File: src/rtl/block_requester.sv
// -----------------------------------------------------------------------------
// block_requester
//
// Initiator side of the cache-block handshake. Accepts one read or write
// command at a time from the cache controller, drives the storage block's
// enable/write/data_in pins, waits for the block's ack and returns a
// one-cycle response upstream. If the block never acks, the transaction is
// aborted after TIMEOUT wait cycles and reported with resp_error.
//
// The block numbers its word bits 0..WIDTH-1 MSB-first. Here the vectors are
// declared [WIDTH-1:0], so block bit 0 is our bit WIDTH-1. Only whole words
// are passed through, so the two numberings never need translating.
//
// Ports
//   clk          single clock, rising edge
//   reset_n      asynchronous, active-low reset
//   req_valid    upstream command valid
//   req_ready    command can be accepted (high only in IDLE)
//   req_write    1 = write, 0 = read; sampled with req_valid & req_ready
//   req_data     write data, sampled with the command
//   resp_valid   one-cycle pulse: transaction finished
//   resp_error   qualifies resp_valid; 1 = block never acked
//   resp_data    read data; updated only by a successful read
//   blk_enable   block enable
//   blk_write    block write strobe (single-cycle pulse)
//   blk_data_in  block data_in; holds the last command's data
//   blk_data_out block data_out
//   blk_ack      block ack, a level synchronous to clk
//
// Latency with an immediate ack (cycle 0 = accepting cycle):
//   cycle 1 ISSUE (write pulse), cycle 2 WAIT_ACK (ack sampled),
//   cycle 3 RELEASE, cycle 4 RESP (resp_valid). Five cycles per command.
// -----------------------------------------------------------------------------
module block_requester #(
   parameter int WIDTH   = 16,
   parameter int TIMEOUT = 15   // legal range 1..255
) (
   input  logic             clk,
   input  logic             reset_n,
   input  logic             req_valid,
   output logic             req_ready,
   input  logic             req_write,
   input  logic [WIDTH-1:0] req_data,
   output logic             resp_valid,
   output logic             resp_error,
   output logic [WIDTH-1:0] resp_data,
   output logic             blk_enable,
   output logic             blk_write,
   output logic [WIDTH-1:0] blk_data_in,
   input  logic [WIDTH-1:0] blk_data_out,
   input  logic             blk_ack
);

   // Wide enough to hold TIMEOUT itself, so the post-increment on the final
   // wait cycle cannot wrap back to a value that matches CNT_LAST again.
   localparam int                CNT_W    = $clog2(TIMEOUT + 1);
   localparam logic [CNT_W-1:0] CNT_LAST = CNT_W'(TIMEOUT - 1);

   typedef enum logic [2:0] {
      IDLE,
      ISSUE,
      WAIT_ACK,
      RELEASE,
      RESP
   } state_t;

   state_t           state;
   state_t           state_nxt;
   logic [CNT_W-1:0] wait_cnt;
   logic             write_q;   // direction of the command in flight
   logic             err_q;     // in-flight command timed out

   assign req_ready = (state == IDLE);

   // --------------------------------------------------------------------------
   // State register
   // --------------------------------------------------------------------------
   // NOTE: sequential state is assigned with <= so every flop samples the
   // pre-edge value of its inputs, independent of statement order.
   always_ff @(posedge clk or negedge reset_n) begin
      if (!reset_n) begin
         state <= IDLE;
      end else begin
         state <= state_nxt;
      end
   end

   // --------------------------------------------------------------------------
   // Next-state logic
   // --------------------------------------------------------------------------
   // NOTE: state_nxt gets a default before the case, so no path through this
   // block leaves it unassigned and no latch is inferred.
   always_comb begin
      state_nxt = state;
      unique case (state)
         IDLE:     if (req_valid)                       state_nxt = ISSUE;
         ISSUE:                                         state_nxt = WAIT_ACK;
         // Ack is tested first, so an ack on the last allowed cycle wins.
         WAIT_ACK: if (blk_ack || wait_cnt == CNT_LAST) state_nxt = RELEASE;
         // After a timeout the ack level is irrelevant; otherwise wait for
         // the block to return to idle. A stuck ack stalls here by design.
         RELEASE:  if (err_q || !blk_ack)               state_nxt = RESP;
         RESP:                                          state_nxt = IDLE;
         default:                                       state_nxt = IDLE;
      endcase
   end

   // --------------------------------------------------------------------------
   // Datapath and registered outputs
   // --------------------------------------------------------------------------
   // NOTE: every register here is reset, including the data words, because
   // the block and the controller both see them straight after reset.
   always_ff @(posedge clk or negedge reset_n) begin
      if (!reset_n) begin
         wait_cnt    <= '0;
         write_q     <= 1'b0;
         err_q       <= 1'b0;
         resp_valid  <= 1'b0;
         resp_error  <= 1'b0;
         resp_data   <= '0;
         blk_enable  <= 1'b0;
         blk_write   <= 1'b0;
         blk_data_in <= '0;
      end else begin
         // Pulsed outputs fall back to zero unless set below.
         blk_write  <= 1'b0;
         resp_valid <= 1'b0;
         resp_error <= 1'b0;

         case (state)
            IDLE: begin
               if (req_valid) begin
                  write_q     <= req_write;
                  blk_data_in <= req_data;
                  blk_enable  <= 1'b1;
                  // Registered here so the strobe is high for exactly the
                  // ISSUE cycle.
                  blk_write   <= req_write;
               end
            end

            ISSUE: begin
               wait_cnt <= '0;
            end

            WAIT_ACK: begin
               wait_cnt <= wait_cnt + 1'b1;
               if (blk_ack) begin
                  blk_enable <= 1'b0;
                  if (!write_q) begin
                     resp_data <= blk_data_out;
                  end
               end else if (wait_cnt == CNT_LAST) begin
                  blk_enable <= 1'b0;
                  err_q      <= 1'b1;
               end
            end

            RELEASE: begin
               if (err_q || !blk_ack) begin
                  resp_valid <= 1'b1;
                  resp_error <= err_q;
               end
            end

            RESP: begin
               err_q <= 1'b0;
            end

            default: ;
         endcase
      end
   end

endmodule

File: config.mk
export PLATFORM = sky130hd
export DESIGN_NAME = block_requester
export DESIGN_NICKNAME = d
export VERILOG_FILES = /design/src/rtl/block_requester.sv
export SDC_FILE = /design/constraint.sdc
export NUM_CORES = 1
export LEC_CHECK = 0
export ABC_CLOCK_PERIOD_IN_PS = 3900
export BUFFER_PORTS_ARGS = -buffer_cell sky130_fd_sc_hd__buf_4
export CORE_ASPECT_RATIO = 0.7
export CORE_MARGIN = 10
export CORE_UTILIZATION = 51
export DETAILED_ROUTE_END_ITERATION = 16
export GPL_TIMING_DRIVEN = 0
export PLACE_DENSITY = 0.83
export SLEW_MARGIN = 20
export SYNTH_ARGS = -nofsm -noshare
export SYNTH_HDL_FRONTEND = slang
export SYNTH_SLANG_ARGS = --single-unit
File: constraint.sdc
create_clock -name clk -period 3.9 [get_ports clk]
set_input_delay 0.195 -clock clk [delete_from_list [all_inputs] [get_ports clk]]
set_output_delay 0.195 -clock clk [all_outputs]
set_load 0.02 [all_outputs]
==> impl_metrics.tcl <==
set metrics [dict create \
    drive_above_1_share 0.474 \
    slew_headroom 0.625 \
    synth_cells 134 \
    status "finished clean" \
    irDropWorstVdd_mv 0.512 \
    cts.sinks 45 \
    seq_area_frac_synth 0.592 \
    synth_edf_count 0 \
    cap_violations 0 \
    rr_worst_depth 5 \
    synth_common_cells "dfrtp_1 (45), mux2_1 (17), mux2_4 (10)" \
    regArea_um2 1130 \
    totalWireLength_mm 4.75 \
    power.leakage_nw 1.26 \
    chipHeight_um 71.1 \
    nFillCells 253 \
    antenna_found_initial 0 \
    grt_pass1_wl_mm 7.98 \
    ys_warn_count 0 \
    async_reset_ff_frac 1.00 \
    multi_input_area_um2 713 \
    cp-start-kind "flip-flop" \
    final-setup-viol-count 0 \
    synth_top_area_frac 0.592 \
    grt_pass1_vias 1611 \
    viasPerCell 5.16 \
    drc 0 \
    track_usage 0.149 \
    arrival_ns 1.82 \
    portBuffers 73 \
    skew_ns 0.00585 \
    clk_latency_ns 0.29 \
    hold_depth 2 \
    worstSetupPathType "flip-flop to flip-flop" \
    tightest_slew_ns 0.563 \
    dpl.hpwl_mm 3.68 \
    cts_tree "built" \
    synth_area_um2 1900 \
    rsz0062_at_grt "no" \
    cp_max_fo 10 \
    fp.dieW_um 93.0 \
    ant_nets 0 \
    cts_buffer_depth 2 \
    synth_top_cell_by_area "dfrtp_1" \
    drtIter0Drc 60 \
    finalPower_mw 2.20 \
    drt-wirelength-per-cell_um 17.9 \
    syn_nets 173 \
    core_area_um2 3560 \
    drt_pre_antenna_iters 4 \
    io_pins 74 \
    placed_area_um2 2510 \
    required_ns 4.07 \
    grt_start_max_net_pins 46 \
    end_kind "flip-flop" \
    fin_setup_tns_ns 0 \
    cts_inserted_buffers 5 \
    dominantRegCellSynth "dfrtp_1" \
    finalCritPeriodShare 0.422 \
    cts_root_buf "clkbuf_8" \
    min_path_type "primary input to flip-flop" \
    globalplace.congestion 0.832 \
    dieArea_um2 6610 \
    ctsHtreeMaxLevel 2 \
    nNetsFinal 254 \
    cts.clk_slew.worst_paths_ns 0.08 \
    final_cell_area_um2 2610 \
    antenna_cells 0 \
    avgSynthCellArea_um2 14.2 \
    overflow 0 \
    rows 18 \
    synth_area_leaders "dfrtp_1 (59%), mux2_1 (10%), mux2_4 (7.9%), mux2_2 (3.6%), a21oi_1 (1.8%)" \
    hold_viol 0 \
    slew_viol_final 0 \
    synth_cell_types 30 \
    min_period_ns 1.64 \
    areaGrowthSynthToFinish_pct 37.2 \
    synth.most_common_cell "dfrtp_1" \
    via_count 1367 \
    initial_core_util 0.534 \
    power_density_nw_per_um2 843 \
    ys_ff_latch 45 \
    fmax_ghz 0.608 \
]
==> cells by family (layout without fill, tap and decap cells) <==
| logic type | Yosys count | count (layout) | synth area share |
|---|---|---|---|
| multiplexers | 33 | 33 | 0.215 |
| buffers and inverters | 9 | 90 | 0.0323 |
| AO/OA/AOI/OAI | 21 | 21 | 0.0658 |
| adder cells (fa/ha/maj) | 2 | 2 | 0.0132 |
| AND/OR/NAND/NOR | 24 | 24 | 0.0810 |
| flip-flops | 45 | 45 | 0.592 |
==> worst max-delay path, cell delays in order, from the launching register on <==
cell and delay [ns]:
dfrtp_1 0.46, nor3_2 0.26, and2_1 0.17, buf_6 0.14
buf_8 0.17, mux2_4 0.32
==> state kept, by name, summed over array words and instances (netlist names) <==
| signal | cells |
|---|---|
| blk_data_in | 16 |
| blk_enable | 1 |
| blk_write | 1 |
| err_q | 1 |
| resp_data | 16 |
| resp_error | 1 |
| resp_valid | 1 |
| state | 3 |
| wait_cnt | 4 |
| write_q | 1 |
==> through the flow <==
stage,cells,utilization,hold WS (ns),worst slack (ns)
after CTS,265,0.733,0.109,2.27
after global placement,257,0.706,0.212,2.32
after floorplan,134,-,-0.101,2.19
after global routing,265,0.733,0.102,2.21
after detailed placement,257,0.706,0.229,2.29
final,265,0.733,0.113,2.26
==> power by group <==
| group | internal (mW) | switching (mW) |
|---|---|---|
| logic | 0.526 | 0.553 |
| clock network | 0.141 | 0.143 |
| registers | 0.683 | 0.152 |
==> worst paths after layout <==
path / from / to / slack, ns
hold reg to reg: resp_data[15] / resp_data[15] / 0.50
setup / recovery: state[0] / blk_data_in[12] / 2.26
setup reg to reg: state[0] / blk_data_in[12] / 2.26
hold / removal: blk_data_out[14] / resp_data[14] / 0.11
max in group asynchronous: reset_n / state[2] / 3.08
min in group asynchronous: reset_n / resp_data[3] / 0.43
==> cells in the final DEF (no fill, tap or decap), types with 2 or more instances in the layout <==
cell type / count
o21ai_0: 7
nor2_1: 4
ha_1: 2
mux2_2: 6
dfrtp_1: 45
inv_1: 2
mux2_4: 10
a21oi_1: 7
mux2_1: 17
nor3_1: 5
nor3b_1: 3
and2_1: 2
buf_4: 73
buf_6: 2
clkbuf_1: 4
nand2_1: 3
clkbuf_8: 6
a41oi_1: 2
==> final cells by class <==
class | count | share of cell area
multi-input cells | 80 | 0.274
repair buffers | 74 | 0.214
clock buffers | 7 | 0.0331
flip-flops and latches | 45 | 0.432
inverters | 2 | 0.00288
well taps | 50 | 0.0240
plain buffers | 7 | 0.0206
==> timing repair <==
| item | CTS | global route |
|---|---|---|
| setup buffers | 0 | 0 |
| endpoints found under the setup margin | 0 | 0 |
| resized for setup | 0 | 0 |
| hold buffers | 1 | 0 |
| hold endpoints to repair | 45 | 0 |
==> routing by layer <==
layer  share of wire  up-vias  GRT usage
met5               0        -          0
met4          0.0076        0     0.0410
met3           0.090        5     0.0695
met2            0.47       48      0.244
met1            0.43      675      0.171
li1                -      639          -
No activity file was read; power rests on OpenSTA's default activity.
